<file path="src/rtl/uart_transceiver.sv">
// uart_transceiver: full-duplex 8N1 UART (8 data bits, no parity, 1 stop bit, LSB first).
// The RX and TX engines are independent. Bit timing is derived from the clock and baud
// parameters, so no external baud tick is needed. All outputs are registered.
module uart_transceiver #(
    parameter int baud_rate    = 9600,
    parameter int sys_clk_freq = 12000000
) (
    input  logic       clk,
    input  logic       rst,
    input  logic       rx,
    output logic       tx,
    input  logic       transmit,
    input  logic [7:0] tx_byte,
    output logic       received,
    output logic [7:0] rx_byte,
    output logic       is_receiving,
    output logic       is_transmitting,
    output logic       recv_error
);

    // Cycles per bit and per half bit. BIT_CYCLES must be at least 4.
    localparam int BIT_CYCLES  = sys_clk_freq / baud_rate;
    localparam int HALF_CYCLES = BIT_CYCLES / 2;
    localparam int CNT_W       = $clog2(BIT_CYCLES);

    // The counters count down to zero, so they are loaded with (period - 1).
    localparam logic [CNT_W-1:0] BIT_LOAD  = CNT_W'(BIT_CYCLES - 1);
    localparam logic [CNT_W-1:0] HALF_LOAD = CNT_W'(HALF_CYCLES - 1);
    localparam logic [CNT_W-1:0] CNT_ONE   = CNT_W'(1);
    localparam logic [CNT_W-1:0] CNT_ZERO  = CNT_W'(0);

    typedef enum logic [1:0] {
        RX_IDLE  = 2'd0,
        RX_START = 2'd1,
        RX_DATA  = 2'd2,
        RX_STOP  = 2'd3
    } rx_state_t;

    typedef enum logic [1:0] {
        TX_IDLE  = 2'd0,
        TX_START = 2'd1,
        TX_DATA  = 2'd2,
        TX_STOP  = 2'd3
    } tx_state_t;

    // Receive-side registers
    logic             rx_meta_r;
    logic             rxs_r;
    logic             rxs_prev_r;
    logic             rx_fall_s;
    rx_state_t        rx_state_r;
    logic [CNT_W-1:0] rx_cnt_r;
    logic [2:0]       rx_idx_r;
    logic [7:0]       rx_shift_r;
    logic [7:0]       rx_byte_r;
    logic             received_r;
    logic             recv_error_r;
    logic             is_receiving_r;

    // Transmit-side registers
    tx_state_t        tx_state_r;
    logic [CNT_W-1:0] tx_cnt_r;
    logic [2:0]       tx_idx_r;
    logic [7:0]       tx_data_r;
    logic             tx_r;
    logic             is_transmitting_r;

    // A start is recognised only on a real 1->0 transition. This stops a held-low
    // (break) line from re-triggering the receiver.
    assign rx_fall_s = rxs_prev_r & ~rxs_r;

    assign tx              = tx_r;
    assign received        = received_r;
    assign rx_byte         = rx_byte_r;
    assign is_receiving    = is_receiving_r;
    assign is_transmitting = is_transmitting_r;
    assign recv_error      = recv_error_r;

    // Two-flop synchronizer for the asynchronous rx pin, plus a delayed copy for edge detection
    always_ff @(posedge clk or negedge rst) begin
        if (!rst) begin
            rx_meta_r  <= 1'b1;
            rxs_r      <= 1'b1;
            rxs_prev_r <= 1'b1;
        end else begin
            rx_meta_r  <= rx;
            rxs_r      <= rx_meta_r;
            rxs_prev_r <= rxs_r;
        end
    end

    // RX FSM: samples at mid-bit, shifts in LSB first, and checks the start and stop bits
    always_ff @(posedge clk or negedge rst) begin
        if (!rst) begin
            rx_state_r     <= RX_IDLE;
            rx_cnt_r       <= CNT_ZERO;
            rx_idx_r       <= 3'd0;
            rx_shift_r     <= 8'h00;
            rx_byte_r      <= 8'h00;
            received_r     <= 1'b0;
            recv_error_r   <= 1'b0;
            is_receiving_r <= 1'b0;
        end else begin
            received_r   <= 1'b0;
            recv_error_r <= 1'b0;
            case (rx_state_r)
                RX_IDLE: begin
                    if (rx_fall_s) begin
                        rx_state_r     <= RX_START;
                        rx_cnt_r       <= HALF_LOAD;
                        is_receiving_r <= 1'b1;
                    end
                end
                RX_START: begin
                    if (rx_cnt_r != CNT_ZERO) begin
                        rx_cnt_r <= rx_cnt_r - CNT_ONE;
                    end else if (!rxs_r) begin
                        rx_state_r <= RX_DATA;
                        rx_cnt_r   <= BIT_LOAD;
                        rx_idx_r   <= 3'd0;
                    end else begin
                        // The line went high again before mid-bit: this was a glitch, not a start bit.
                        recv_error_r   <= 1'b1;
                        is_receiving_r <= 1'b0;
                        rx_state_r     <= RX_IDLE;
                    end
                end
                RX_DATA: begin
                    if (rx_cnt_r != CNT_ZERO) begin
                        rx_cnt_r <= rx_cnt_r - CNT_ONE;
                    end else begin
                        rx_shift_r <= {rxs_r, rx_shift_r[7:1]};
                        rx_cnt_r   <= BIT_LOAD;
                        if (rx_idx_r == 3'd7) begin
                            rx_state_r <= RX_STOP;
                        end else begin
                            rx_idx_r <= rx_idx_r + 3'd1;
                        end
                    end
                end
                RX_STOP: begin
                    if (rx_cnt_r != CNT_ZERO) begin
                        rx_cnt_r <= rx_cnt_r - CNT_ONE;
                    end else begin
                        if (rxs_r) begin
                            rx_byte_r  <= rx_shift_r;
                            received_r <= 1'b1;
                        end else begin
                            // Framing error: keep the last good byte.
                            recv_error_r <= 1'b1;
                        end
                        is_receiving_r <= 1'b0;
                        rx_state_r     <= RX_IDLE;
                    end
                end
                default: begin
                    rx_state_r     <= RX_IDLE;
                    is_receiving_r <= 1'b0;
                end
            endcase
        end
    end

    // TX FSM: on an accepted strobe it drives the start bit, d0..d7, then the stop bit, each BIT_CYCLES long
    always_ff @(posedge clk or negedge rst) begin
        if (!rst) begin
            tx_state_r        <= TX_IDLE;
            tx_cnt_r          <= CNT_ZERO;
            tx_idx_r          <= 3'd0;
            tx_data_r         <= 8'h00;
            tx_r              <= 1'b1;
            is_transmitting_r <= 1'b0;
        end else begin
            case (tx_state_r)
                TX_IDLE: begin
                    if (transmit) begin
                        tx_data_r         <= tx_byte;
                        tx_r              <= 1'b0;
                        is_transmitting_r <= 1'b1;
                        tx_cnt_r          <= BIT_LOAD;
                        tx_state_r        <= TX_START;
                    end
                end
                TX_START: begin
                    if (tx_cnt_r != CNT_ZERO) begin
                        tx_cnt_r <= tx_cnt_r - CNT_ONE;
                    end else begin
                        tx_r       <= tx_data_r[0];
                        tx_idx_r   <= 3'd0;
                        tx_cnt_r   <= BIT_LOAD;
                        tx_state_r <= TX_DATA;
                    end
                end
                TX_DATA: begin
                    if (tx_cnt_r != CNT_ZERO) begin
                        tx_cnt_r <= tx_cnt_r - CNT_ONE;
                    end else begin
                        tx_cnt_r <= BIT_LOAD;
                        if (tx_idx_r == 3'd7) begin
                            tx_r       <= 1'b1;
                            tx_state_r <= TX_STOP;
                        end else begin
                            tx_idx_r <= tx_idx_r + 3'd1;
                            tx_r     <= tx_data_r[tx_idx_r + 3'd1];
                        end
                    end
                end
                TX_STOP: begin
                    if (tx_cnt_r != CNT_ZERO) begin
                        tx_cnt_r <= tx_cnt_r - CNT_ONE;
                    end else begin
                        is_transmitting_r <= 1'b0;
                        tx_state_r        <= TX_IDLE;
                    end
                end
                default: begin
                    tx_r              <= 1'b1;
                    is_transmitting_r <= 1'b0;
                    tx_state_r        <= TX_IDLE;
                end
            endcase
        end
    end

endmodule

</file>
<file path="config.mk">
export PLATFORM = sky130hd
export DESIGN_NAME = uart_transceiver
export DESIGN_NICKNAME = d
export VERILOG_FILES = /design/src/rtl/uart_transceiver.sv
export SDC_FILE = /design/constraint.sdc
export NUM_CORES = 1
export LEC_CHECK = 0
export BUFFER_PORTS_ARGS = -buffer_cell sky130_fd_sc_hd__buf_4
export CORE_MARGIN = 5
export CORE_UTILIZATION = 60
export DETAILED_ROUTE_END_ITERATION = 8
export PLACE_DENSITY = 0.79
export SYNTH_ARGS = -nofsm -noshare
export SYNTH_HDL_FRONTEND = slang
export SYNTH_SLANG_ARGS = --single-unit
</file>
<file path="constraint.sdc">
create_clock -name clk -period 2.9 [get_ports clk]
set_clock_uncertainty 0.2 [all_clocks]
set_input_delay 0.58 -clock clk [delete_from_list [all_inputs] [get_ports clk]]
set_output_delay 0.58 -clock clk [all_outputs]
set_load 0.02 [all_outputs]
</file>
==> summary.txt <==
STA
  – Final hold vios: 0
  – Final setup viols: 0
  – Worst Setup Slack, final: 0.3294 ns
  – Hold WS: 0.1184 ns
  – Final worst path period share: 88.64%
  – Post-route setup TNS: 0 ns
  – Slew @ Worst Pin: 0.7849 ns
  – Slew Limit Fails: 0
  – Slew HR: 47.67%
  – Achievable frequency: 0.3890 GHz
  – Unrepaired setup endpoints after global routing: false
  – Tmin final: 2.571 ns

Setup path
  – CP Cell Sequence: inv_1 -> ha_1 -> nor4b_4 -> and4b_1 -> nor3_1 -> a311o_1
  – Startpoint types: flip-flop
  – Slowest cell on crit path: and4b_1
  – Arr. time, crit path: 2.60 ns
  – FF-to-FF path depth: 6
  – Worst Path Required: 2.93 ns
  – CP Capture Type: flip-flop
  – Max Fanout on Critical Path: 11
  – CP Class: reg -> reg
  – Worst path max stage delay: 0.54 ns
  – Crit Reg-Reg Startpoint: rx_cnt_r[0]
  – R2r setup slk: 0.33 ns
  – Crit path to: rx_cnt_r[2]
  – Crit path launch: rx_cnt_r[0]
  – Reg-to-Reg End: rx_cnt_r[2]

Die
  – Starting density of the core: 62.67%
  – # rows: 27
  – Die area: 7488 sq um
  – Die width: 86.54 microns
  – Die H: 86.54 microns
  – # IOs: 25
  – Core ar.: 5608 sq um

Power
  – Maximum VDD drop: 644.3 uV
  – Pleak: 1.847 nW
  – PwrDens: 736.0 nW/um^2

Final layout
  – Final Instance Count excl. Fillers: 430
  – Design area: 4028 sq um
  – Synthesis-to-finish area growth: 14.60%
  – # diodes: 0
  – Commonest cells after routing, fill and taps aside: dfrtp_1, buf_4, mux2_2, inv_1, nand2_1
  – Share of cells above drive strength 1: 25.70%
  – Leading cell type in the layout, fill and taps excluded: dfrtp_1
  – Nets: 382

Clocking
  – CTS sink cnt: 64
  – Skew-Pair Late Insertion Delay: 0.34 ns
  – Maximum clock path buffer count: 2
  – Post-CTS Resized: 0
  – CTS Buf Count: 9
  – Root Buffer: clkbuf_8
  – H-tree levels: 3
  – Cts-stage hold buffer count: 0
  – Clock Pin Slew Worst Setup and Hold Paths: 0.07 ns
  – Postcts setup bufs: 0
  – CTS tree: yes

Synth
  – Async SR Flop Fraction: 100.0%
  – Synth Warn #: 0
  – Post-synth EDFFs: 0
  – Top area cells in the synthesized netlist: dfrtp_1, mux2_2, ha_1
  – Post-synth cell types: 65
  – Mean Syn Cell Area: 10.88 sq um
  – Area leader, netlist: dfrtp_1
  – Area share of the largest cell type after synthesis: 42.72%
  – Synthesized area: 3515 sq um
  – Gate Count Post-Synth: 323
  – #FFs+latches synth: 64
  – Commonest register cell after synthesis: dfrtp_1
  – Synthesized Nets: 352
  – Sequential element share of the synthesized area: 45.71%

Global route
  – First-pass GRT wire length: 12160 microns
  – Overall routing resource usage: 20.44%
  – Antenna violations before repair: 0
  – Largest net degree at the start of global routing: 65
  – GRT overflow: 0
  – Vias in the first global route: 2646

Detailed routing
  – WL met2: 3692 microns
  – Number of routed nets with antenna violations: 0
  – DRC Markers: 0
  – Drt initial violations: 146
  – DRT Pass-1 Iters: 5
  – Routed vias/inst: 6.184
  – Total routed wirelength: 7179 microns
  – Routed length per instance: 16.70 microns
  – Max layer used: met4
  – WL met3: 349 microns
  – Met1 wire length: 3023 microns
  – Routed vias: 2659

Placed design
  – PortBufs: 24
  – HPWL Detailed: 4949 microns
  – Post-DP Area: 3792 sq um
  – Worst slack, placed: 0.3717 ns
  – Placer Congestion: 0.8878
  – Cells after DPL: 414

Status
  – Status: complete, no violations

Min path
  – Hold WC Path Type: in -> async

Job
  – Maxcap violations: 0
[stage by stage]
| stage | util, % | power [mW] |
|---|---|---|
| global placement | 67.63 | 2.049 |
| global route | 71.82 | 3.145 |
| floorplan | - | 1.829 |
| CTS | 71.82 | 2.977 |
| finish | 71.82 | 2.964 |
| detailed placement | 67.63 | 2.065 |
[cells by family after synthesis]
| group | count (synthesis) | share of synthesized area [%] |
|---|---|---|
| DFF | 64 | 45.71 |
| xor gates and xnor gates | 1 | 0.2492 |
| buffers and inverters | 35 | 3.845 |
| adders and majority gates | 17 | 6.052 |
| muxes | 34 | 11.39 |
| AOI/OAI and AO/OA | 83 | 17.52 |
| and+or+nand+nor | 89 | 15.24 |
[where the power goes]
| part | total [mW] | internal, mW | switching (mW) | leakage, nW |
|---|---|---|---|---|
| clock network | 0.902 | 0.568 | 0.334 | 0.116 |
| registers | 1.11 | 0.987 | 0.120 | 0.816 |
| logic | 0.956 | 0.410 | 0.545 | 0.915 |
| total | 2.96 | 1.97 | 0.999 | 1.85 |
[flip-flops by register name, indices dropped and copies added (netlist names), 2 cells and up, named ones only]
register	cells
tx_data_r	8
rx_byte	8
tx_state_r	2
tx_idx_r	3
rx_cnt_r	11
tx_cnt_r	11
rx_shift_r	8
rx_idx_r	3
[layer usage]
| layer | up-vias | GRT usage [%] |
|---|---|---|
| met3 | 13 | 4.848 |
| li1 | 1278 | - |
| met5 | - | 0 |
| met1 | 1292 | 24.97 |
| met4 | 0 | 8.074 |
| met2 | 76 | 34.84 |
[area by class of cell]
cell class / instances / area (sq um)
clock buffer: 10 / 127.6
clock inverter: 6 / 107.6
fill: 396 / 1580
inverter: 22 / 82.58
multi-input combinational: 224 / 1773
sequential: 64 / 1607
tap: 72 / 90.09
timing repair buffer: 32 / 240.2
[cells in the mapped netlist (2+ instances only)]
cell,count
a211oi_1,5
clkbuf_1,9
o22a_1,7
a22o_1,5
nand4_1,3
mux2_2,27
nor3b_1,2
or3_1,5
o21ai_0,10
nor4_1,2
inv_1,22
nand3_1,6
nor2b_1,4
mux2i_1,4
a21oi_1,15
o41ai_1,2
buf_2,3
nor4b_1,2
a41o_1,2
ha_1,17
and3_1,2
dfrtp_1,60
a31oi_1,7
dfstp_2,4
a221o_1,2
nand4b_1,2
o31ai_1,6
or2_2,2
nand2b_1,2
nor2_1,15
nand2_1,18
or4_1,3
nor3_1,11
mux4_2,2
a41oi_1,3
a221oi_1,3
[worst min path at each step]
stage                        end  slack (ns)  depth (start not counted)
CTS                    rx_meta_r        0.12                          1
detailed placement         rxs_r        0.15                          0
finish              tx_data_r[0]        0.12                          1
global route           rx_meta_r        0.12                          1
global placement           rxs_r        0.15                          0
floorplan              async pin        0.08                          0
[worst max-delay path, delay by kind of cell, from the launching register on]
family | cells | cell delay (ns)
DFF | 1 | 0.43
and+or+nand+nor | 3 | 1.15
adders and majority gates | 1 | 0.16
AOI/OAI and AO/OA | 1 | 0.38
buffers and inverters | 1 | 0.15
(Power assumes the default switching activity.)
